$ cat src/rtl/arm_hazard_if.sv
// ID-stage to hazard-scoreboard bundle: decoded instruction fields in,
// freeze / issue / forwarding-select decisions out.
interface arm_hazard_if #(
    parameter int REG_ADDR_W = 4,
    parameter int SEL_W      = 2,
    parameter int CNT_W      = 16
);
    logic                  fwd_en;
    logic                  issue_valid;
    logic [REG_ADDR_W-1:0] src1;
    logic [REG_ADDR_W-1:0] src2;
    logic                  has_src1;
    logic                  has_src2;
    logic [REG_ADDR_W-1:0] dst;
    logic                  wb_en;
    logic                  mem_read;
    logic                  flush;
    logic                  mem_stall;
    logic                  stall;
    logic                  issue_fire;
    logic [SEL_W-1:0]      fwd_sel1;
    logic [SEL_W-1:0]      fwd_sel2;
    logic [CNT_W-1:0]      stall_cnt;

    // Handshake: issue_valid offers the ID instruction; it transfers into EXE on
    // the next rising edge exactly when issue_fire=1 in that cycle. The offer
    // may be withdrawn at any time; stall=1 asks ID to hold it and insert a bubble.
    modport master (
        output fwd_en, issue_valid, src1, src2, has_src1, has_src2,
               dst, wb_en, mem_read, flush, mem_stall,
        input  stall, issue_fire, fwd_sel1, fwd_sel2, stall_cnt
    );

    modport slave (
        input  fwd_en, issue_valid, src1, src2, has_src1, has_src2,
               dst, wb_en, mem_read, flush, mem_stall,
        output stall, issue_fire, fwd_sel1, fwd_sel2, stall_cnt
    );
endinterface

$ cat src/rtl/arm_hazard_scoreboard.sv
// Tracks DEPTH in-flight instructions after ID, decides load-use / no-forward
// stalls, and selects EXE forwarding sources from younger-first producer matches.
module arm_hazard_scoreboard #(
    parameter int REG_ADDR_W = 4,
    parameter int DEPTH      = 3,
    parameter int LOAD_READY = 2,
    parameter int SEL_W      = $clog2(DEPTH),
    parameter int CNT_W      = 16
) (
    input  logic         clk,
    input  logic         rst,
    arm_hazard_if.slave  sb
);

    logic [DEPTH-1:0]      e_valid;
    logic [DEPTH-1:0]      e_wb;
    logic [DEPTH-1:0]      e_mr;
    logic [REG_ADDR_W-1:0] e_dst [DEPTH];
    logic [REG_ADDR_W-1:0] e_src1;
    logic [REG_ADDR_W-1:0] e_src2;
    logic                  e_has1;
    logic                  e_has2;
    logic [CNT_W-1:0]      cnt;

    logic                  haz1;
    logic                  haz2;
    logic                  hazard;
    logic [SEL_W-1:0]      sel1;
    logic [SEL_W-1:0]      sel2;

    // Scanning from oldest to youngest lets the youngest match overwrite the rest.
    always_comb begin
        haz1 = 1'b0;
        haz2 = 1'b0;
        for (int k = DEPTH - 1; k >= 0; k--) begin
            if (sb.has_src1 && e_valid[k] && e_wb[k] && e_dst[k] == sb.src1)
                haz1 = sb.fwd_en ? (e_mr[k] && (k + 1 < LOAD_READY)) : (k <= DEPTH - 2);
            if (sb.has_src2 && e_valid[k] && e_wb[k] && e_dst[k] == sb.src2)
                haz2 = sb.fwd_en ? (e_mr[k] && (k + 1 < LOAD_READY)) : (k <= DEPTH - 2);
        end
        hazard = haz1 | haz2;
    end

    always_comb begin
        sel1 = '0;
        sel2 = '0;
        for (int k = DEPTH - 1; k >= 1; k--) begin
            if (sb.fwd_en && e_valid[0] && e_has1 && e_valid[k] && e_wb[k] && e_dst[k] == e_src1)
                sel1 = SEL_W'(k);
            if (sb.fwd_en && e_valid[0] && e_has2 && e_valid[k] && e_wb[k] && e_dst[k] == e_src2)
                sel2 = SEL_W'(k);
        end
    end

    assign sb.stall      = sb.issue_valid & hazard & ~sb.flush;
    assign sb.issue_fire = sb.issue_valid & ~hazard & ~sb.flush & ~sb.mem_stall;
    assign sb.fwd_sel1   = sel1;
    assign sb.fwd_sel2   = sel2;
    assign sb.stall_cnt  = cnt;

    // A memory wait freezes every tracked stage and the stall counter together.
    always_ff @(posedge clk or posedge rst) begin
        if (rst) begin
            e_valid <= '0;
            e_wb    <= '0;
            e_mr    <= '0;
            for (int k = 0; k < DEPTH; k++) e_dst[k] <= '0;
            e_src1  <= '0;
            e_src2  <= '0;
            e_has1  <= 1'b0;
            e_has2  <= 1'b0;
            cnt     <= '0;
        end else if (!sb.mem_stall) begin
            for (int k = DEPTH - 1; k >= 1; k--) begin
                e_valid[k] <= e_valid[k-1];
                e_wb[k]    <= e_wb[k-1];
                e_mr[k]    <= e_mr[k-1];
                e_dst[k]   <= e_dst[k-1];
            end
            e_valid[0] <= sb.issue_fire;
            e_wb[0]    <= sb.wb_en;
            e_mr[0]    <= sb.mem_read;
            e_dst[0]   <= sb.dst;
            e_src1     <= sb.src1;
            e_src2     <= sb.src2;
            e_has1     <= sb.has_src1;
            e_has2     <= sb.has_src2;
            if (sb.stall && cnt != '1)
                cnt <= cnt + 1'b1;
        end
    end

endmodule

$ cat src/flat_wrapper.sv
// flat-port wrapper written by rule: the top's interface ports become plain ports
module arm_hazard_scoreboard_flat 
#(
    parameter int REG_ADDR_W = 4,
    parameter int DEPTH      = 3,
    parameter int LOAD_READY = 2,
    parameter int SEL_W      = $clog2(DEPTH),
    parameter int CNT_W      = 16
)
  (clk, rst, sb_fwd_en, sb_issue_valid, sb_src1, sb_src2, sb_has_src1, sb_has_src2, sb_dst, sb_wb_en, sb_mem_read, sb_flush, sb_mem_stall, sb_stall, sb_issue_fire, sb_fwd_sel1, sb_fwd_sel2, sb_stall_cnt);
  arm_hazard_if #(.REG_ADDR_W(REG_ADDR_W), .SEL_W(SEL_W), .CNT_W(CNT_W)) sb_i ();
  input  logic clk;
  input  logic rst;
  input wire logic [$bits(sb_i.fwd_en)-1:0] sb_fwd_en;
  input wire logic [$bits(sb_i.issue_valid)-1:0] sb_issue_valid;
  input wire logic [$bits(sb_i.src1)-1:0] sb_src1;
  input wire logic [$bits(sb_i.src2)-1:0] sb_src2;
  input wire logic [$bits(sb_i.has_src1)-1:0] sb_has_src1;
  input wire logic [$bits(sb_i.has_src2)-1:0] sb_has_src2;
  input wire logic [$bits(sb_i.dst)-1:0] sb_dst;
  input wire logic [$bits(sb_i.wb_en)-1:0] sb_wb_en;
  input wire logic [$bits(sb_i.mem_read)-1:0] sb_mem_read;
  input wire logic [$bits(sb_i.flush)-1:0] sb_flush;
  input wire logic [$bits(sb_i.mem_stall)-1:0] sb_mem_stall;
  output wire logic [$bits(sb_i.stall)-1:0] sb_stall;
  output wire logic [$bits(sb_i.issue_fire)-1:0] sb_issue_fire;
  output wire logic [$bits(sb_i.fwd_sel1)-1:0] sb_fwd_sel1;
  output wire logic [$bits(sb_i.fwd_sel2)-1:0] sb_fwd_sel2;
  output wire logic [$bits(sb_i.stall_cnt)-1:0] sb_stall_cnt;
  assign sb_i.fwd_en = sb_fwd_en;
  assign sb_i.issue_valid = sb_issue_valid;
  assign sb_i.src1 = sb_src1;
  assign sb_i.src2 = sb_src2;
  assign sb_i.has_src1 = sb_has_src1;
  assign sb_i.has_src2 = sb_has_src2;
  assign sb_i.dst = sb_dst;
  assign sb_i.wb_en = sb_wb_en;
  assign sb_i.mem_read = sb_mem_read;
  assign sb_i.flush = sb_flush;
  assign sb_i.mem_stall = sb_mem_stall;
  assign sb_stall = sb_i.stall;
  assign sb_issue_fire = sb_i.issue_fire;
  assign sb_fwd_sel1 = sb_i.fwd_sel1;
  assign sb_fwd_sel2 = sb_i.fwd_sel2;
  assign sb_stall_cnt = sb_i.stall_cnt;
  arm_hazard_scoreboard #(.REG_ADDR_W(REG_ADDR_W), .DEPTH(DEPTH), .LOAD_READY(LOAD_READY), .SEL_W(SEL_W), .CNT_W(CNT_W)) u_core (.clk(clk), .rst(rst), .sb(sb_i));
endmodule
$ cat config.mk
export PLATFORM = sky130hd
export DESIGN_NAME = arm_hazard_scoreboard_flat
export DESIGN_NICKNAME = d
export VERILOG_FILES = /design/src/rtl/arm_hazard_if.sv /design/src/rtl/arm_hazard_scoreboard.sv /design/src/flat_wrapper.sv
export SDC_FILE = /design/constraint.sdc
export NUM_CORES = 1
export LEC_CHECK = 0
export CAP_MARGIN = 20
export CORE_ASPECT_RATIO = 1.4
export CORE_MARGIN = 3
export CORE_UTILIZATION = 38
export CTS_BUF_LIST = sky130_fd_sc_hd__clkbuf_8
export DETAILED_ROUTE_END_ITERATION = 10
export GPL_ROUTABILITY_DRIVEN = 0
export PLACE_DENSITY_LB_ADDON = 0.3
export SYNTH_ARGS = -nofsm -noshare
export SYNTH_HDL_FRONTEND = slang
export SYNTH_SLANG_ARGS = --single-unit
export TNS_END_PERCENT = 1
$ cat constraint.sdc
create_clock -name clk -period 1.8 [get_ports clk]
set_input_delay 0.36 -clock clk [delete_from_list [all_inputs] [get_ports clk]]
set_output_delay 0.36 -clock clk [all_outputs]
set_load 0.01 [all_outputs]
==> run_results.csv <==
group,metric,value,unit
outcome,status,"finished with violations",
outcome,violations,"setup timing",
floorplanning,num_rows,33,
synthesis,synth-compound-area-share,2.21,%
synthesis,synthCells,200,
run,maxCapViolCount,0,
critical_path,arrival,1.83,ns
floorplanning,die-area,7100,sq um
layout,post-route-util,57.1,%
sta,worstMarginPinSlew,0.508,ns
synthesis,syn_avg_cell_area,11.6,sq um
clock_network,cts_root_buf,"clkbuf_8",
critical_path,start_kind,"register",
sta,min_period,2.19,ns
clock_network,htree_levels,2,
sta,setup_viol,22,
sta,timing.final.crit_share,122,%
clock_network,cts_hold_buf,0,
global_route,overflow,0,
clock_network,cts_buffers,5,
synthesis,synth-simple-area-share,14.9,%
synthesis,synth-seq-cells,45,
layout,multi_input_comb_area,1290,sq um
drt,drc,0,
synthesis,synth_edf_count,0,
layout,finish.net_count,306,
global_route,grt_pass1_vias,2000,
synthesis,synthMuxAreaShare,14.1,%
synthesis,synth_top_area_share,48.5,%
layout,drive_gt1_share,39.9,%
drt,detail_route.wl_per_cell,15.8,microns
sta,final_hold_viol_count,0,
clock_network,clock_sinks,45,
floorplanning,fp.dieH,98.5,microns
layout,area_growth,45.0,%
synthesis,yosysUniqueCellTypes,29,
power_and_ir_drop,vdd_drop_max,0.000424,V
power_and_ir_drop,p_leak,1.59,nW
synthesis,synth_top_area_cell,"dfrtp_1",
sta,setup_ws,-0.393,ns
critical_path,crit_path_end_kind,"output pin",
sta,slew_violations,0,
layout,diodes,0,
synthesis,synth.area.top_cells,"dfrtp_1 48%, mux2_2 14%, xor2_1 14%",
global_route,grt_max_degree,30,
drt,drt_first_iter_violations,98,
synthesis,synth_top_family_by_area,"XOR/XNOR gates",
global_route,antenna_found_initial,0,
global_route,grt_pass1_wl,9300,microns
critical_path,r2r_cells,8,
critical_path,crit_type,"reg -> out",
sta,worst_clock_skew,0.00673,ns
sta,slew_headroom,65.9,%
sta,hold_slack,0.341,ns
floorplanning,start_util,39.4,%
power_and_ir_drop,p_per_area,718,nW/um^2
synthesis,synth_area,2320,sq um
placed_design,dp_hpwl,4070,microns
synthesis,async_flop_share,100,%
drt,ant_nets,0,
layout,fillers,521,
clock_network,path_clk_slew,0.08,ns
drt,vias,1816,
clock_network,clk_latency,0.29,ns
clock_network,clock_path_buffers,2,
drt,drtPass1Iterations,4,
synthesis,synth_ff_type,"dfrtp_1",
sta,fin_tns_setup,-4.22,ns
placed_design,io_buffers,43,
drt,vias_per_cell,5.14,
hold_path,hp-class,"in -> async",
critical_path,critPathMaxFanout,2,
floorplanning,design.core.area,5900,sq um
layout,regArea,1130,sq um
clock_network,cts_tree,"yes",
floorplanning,io-pin-count,44,
sta,fmax,456,MHz
synthesis,synth_fp_nets,223,
synthesis,yosysWarnings,0,
synthesis,yosysSeqAreaShare,48.5,%
global_route,track_usage,16.8,%
drt,drt_wl_total,5580,microns
floorplanning,die_w,72.1,microns
sta,rsz0062_at_grt,"true",
synthesis,synth_xor_area_share,17.7,%
synthesis,synth_fa_ha_area_share,0.539,%
critical_path,required,1.44,ns
through the flow:
stage | instances | instance area [sq um] | power, W | setup slack, ns
after floorplan | 200 | 2330 | 0.00144 | -0.0205
after global placement | 340 | 3090 | 0.00165 | -0.990
after detailed placement | 340 | 3090 | 0.00165 | -0.974
after CTS | 353 | 3290 | 0.00243 | -0.487
after global routing | 353 | 3370 | 0.00255 | -0.489
final | 353 | 3370 | 0.00242 | -0.393
critical path: stages, from the launching register on:
cell and delay, ns:
dfrtp_1 0.39, buf_4 0.15, xor2_1 0.15, nor3_1 0.25
a31oi_2 0.15, a21o_1 0.24, nor2_4 0.10, buf_6 0.11
sequential cells by signal (all words and copies together) (netlist names):
name and cells:
u_core.e_src2 4, u_core.e_valid 3, u_core.sb.stall_cnt 16, u_core.e_mr 1, u_core.e_has1 1, u_core.e_wb 3
u_core.e_dst 12, u_core.e_src1 4, u_core.e_has2 1
logic make-up after synthesis:
logic type / count (synthesis)
and+or+nand+nor: 59
buffers and inverters: 11
DFF: 45
muxes: 29
AOI/OAI and AO/OA: 8
adders and majority gates: 1
xor gates and xnor gates: 47
repair_timing:
item,CTS,global route
endpoints found under the setup margin,23,23
buffers inserted,6,0
pin swaps,15,6
gates resized for setup,52,17
report_power, final:
group          switching [W]  internal (W)  leakage (nW)
Combinational       0.000223      0.000283         0.968
Clock               0.000332      0.000404        0.0540
Sequential         0.0000826       0.00110         0.566
Total               0.000638       0.00178          1.59
cell usage after synthesis, types with 3 or more instances:
master    instances
nand3_1          10
nor2_1            9
xor2_1           36
nor3_1            8
nand2_1           4
clkbuf_1          4
buf_1             3
mux2_2           29
and3_1            8
nand4_1           7
dfrtp_1          45
xnor2_1          11
nor4_1            7
per-layer routing:
layer / routed length (microns) / vias up / GRT usage (%)
met3: 221 / 16 / 3.47
met1: 2110 / 893 / 18.4
met5: 0 / - / 0
li1: - / 859 / -
met2: 3070 / 48 / 30.3
met4: 172 / 0 / 7.67
final cells by class:
type                            count  area share, %
Clock buffer                        5           2.04
Multi-Input combinational cell    144           38.3
Sequential cell                    45           33.5
Clock inverter                      2           1.04
Inverter                            2          0.223
Timing Repair Buffer               85           22.3
Tap cell                           70           2.60
final timing paths:
path                                                        to                                 from  slack, ns
max reg2reg                u_core.sb.stall_cnt[12]$_DFFE_PP0P_          u_core.e_dst[7]$_DFFE_PP0N_      -0.31
max                                                   sb_stall          u_core.e_dst[7]$_DFFE_PP0N_      -0.39
min in group clk                  u_core.e_src1[2]$_DFFE_PP0N_                           sb_src1[2]       0.43
min                        u_core.sb.stall_cnt[11]$_DFFE_PP0P_                                  rst       0.34
min reg2reg                u_core.sb.stall_cnt[13]$_DFFE_PP0P_  u_core.sb.stall_cnt[13]$_DFFE_PP0P_       0.51
max in group asynchronous         u_core.e_dst[11]$_DFFE_PP0N_                                  rst       0.97
cells in the final DEF (no fill, tap or decap), types with 2 or more instances in the layout:
cell type and n:
a21o_1 2, a21oi_2 2, and3_1 8, buf_2 5, buf_4 35, buf_6 7
clkbuf_8 5, clkdlybuf4s50_1 27, dfrtp_1 44, dlygate4sd2_1 8, dlymetal6s2s_1 2, mux2_2 29
nand2_1 2, nand3_1 8, nand3_2 2, nand4_1 7, nor2_1 6, nor2_2 2
nor3_2 8, nor4_1 3, nor4_2 3, nor4_4 3, xnor2_1 9, xnor2_2 2
xor2_1 36
Power figures use the tool's default switching activity.
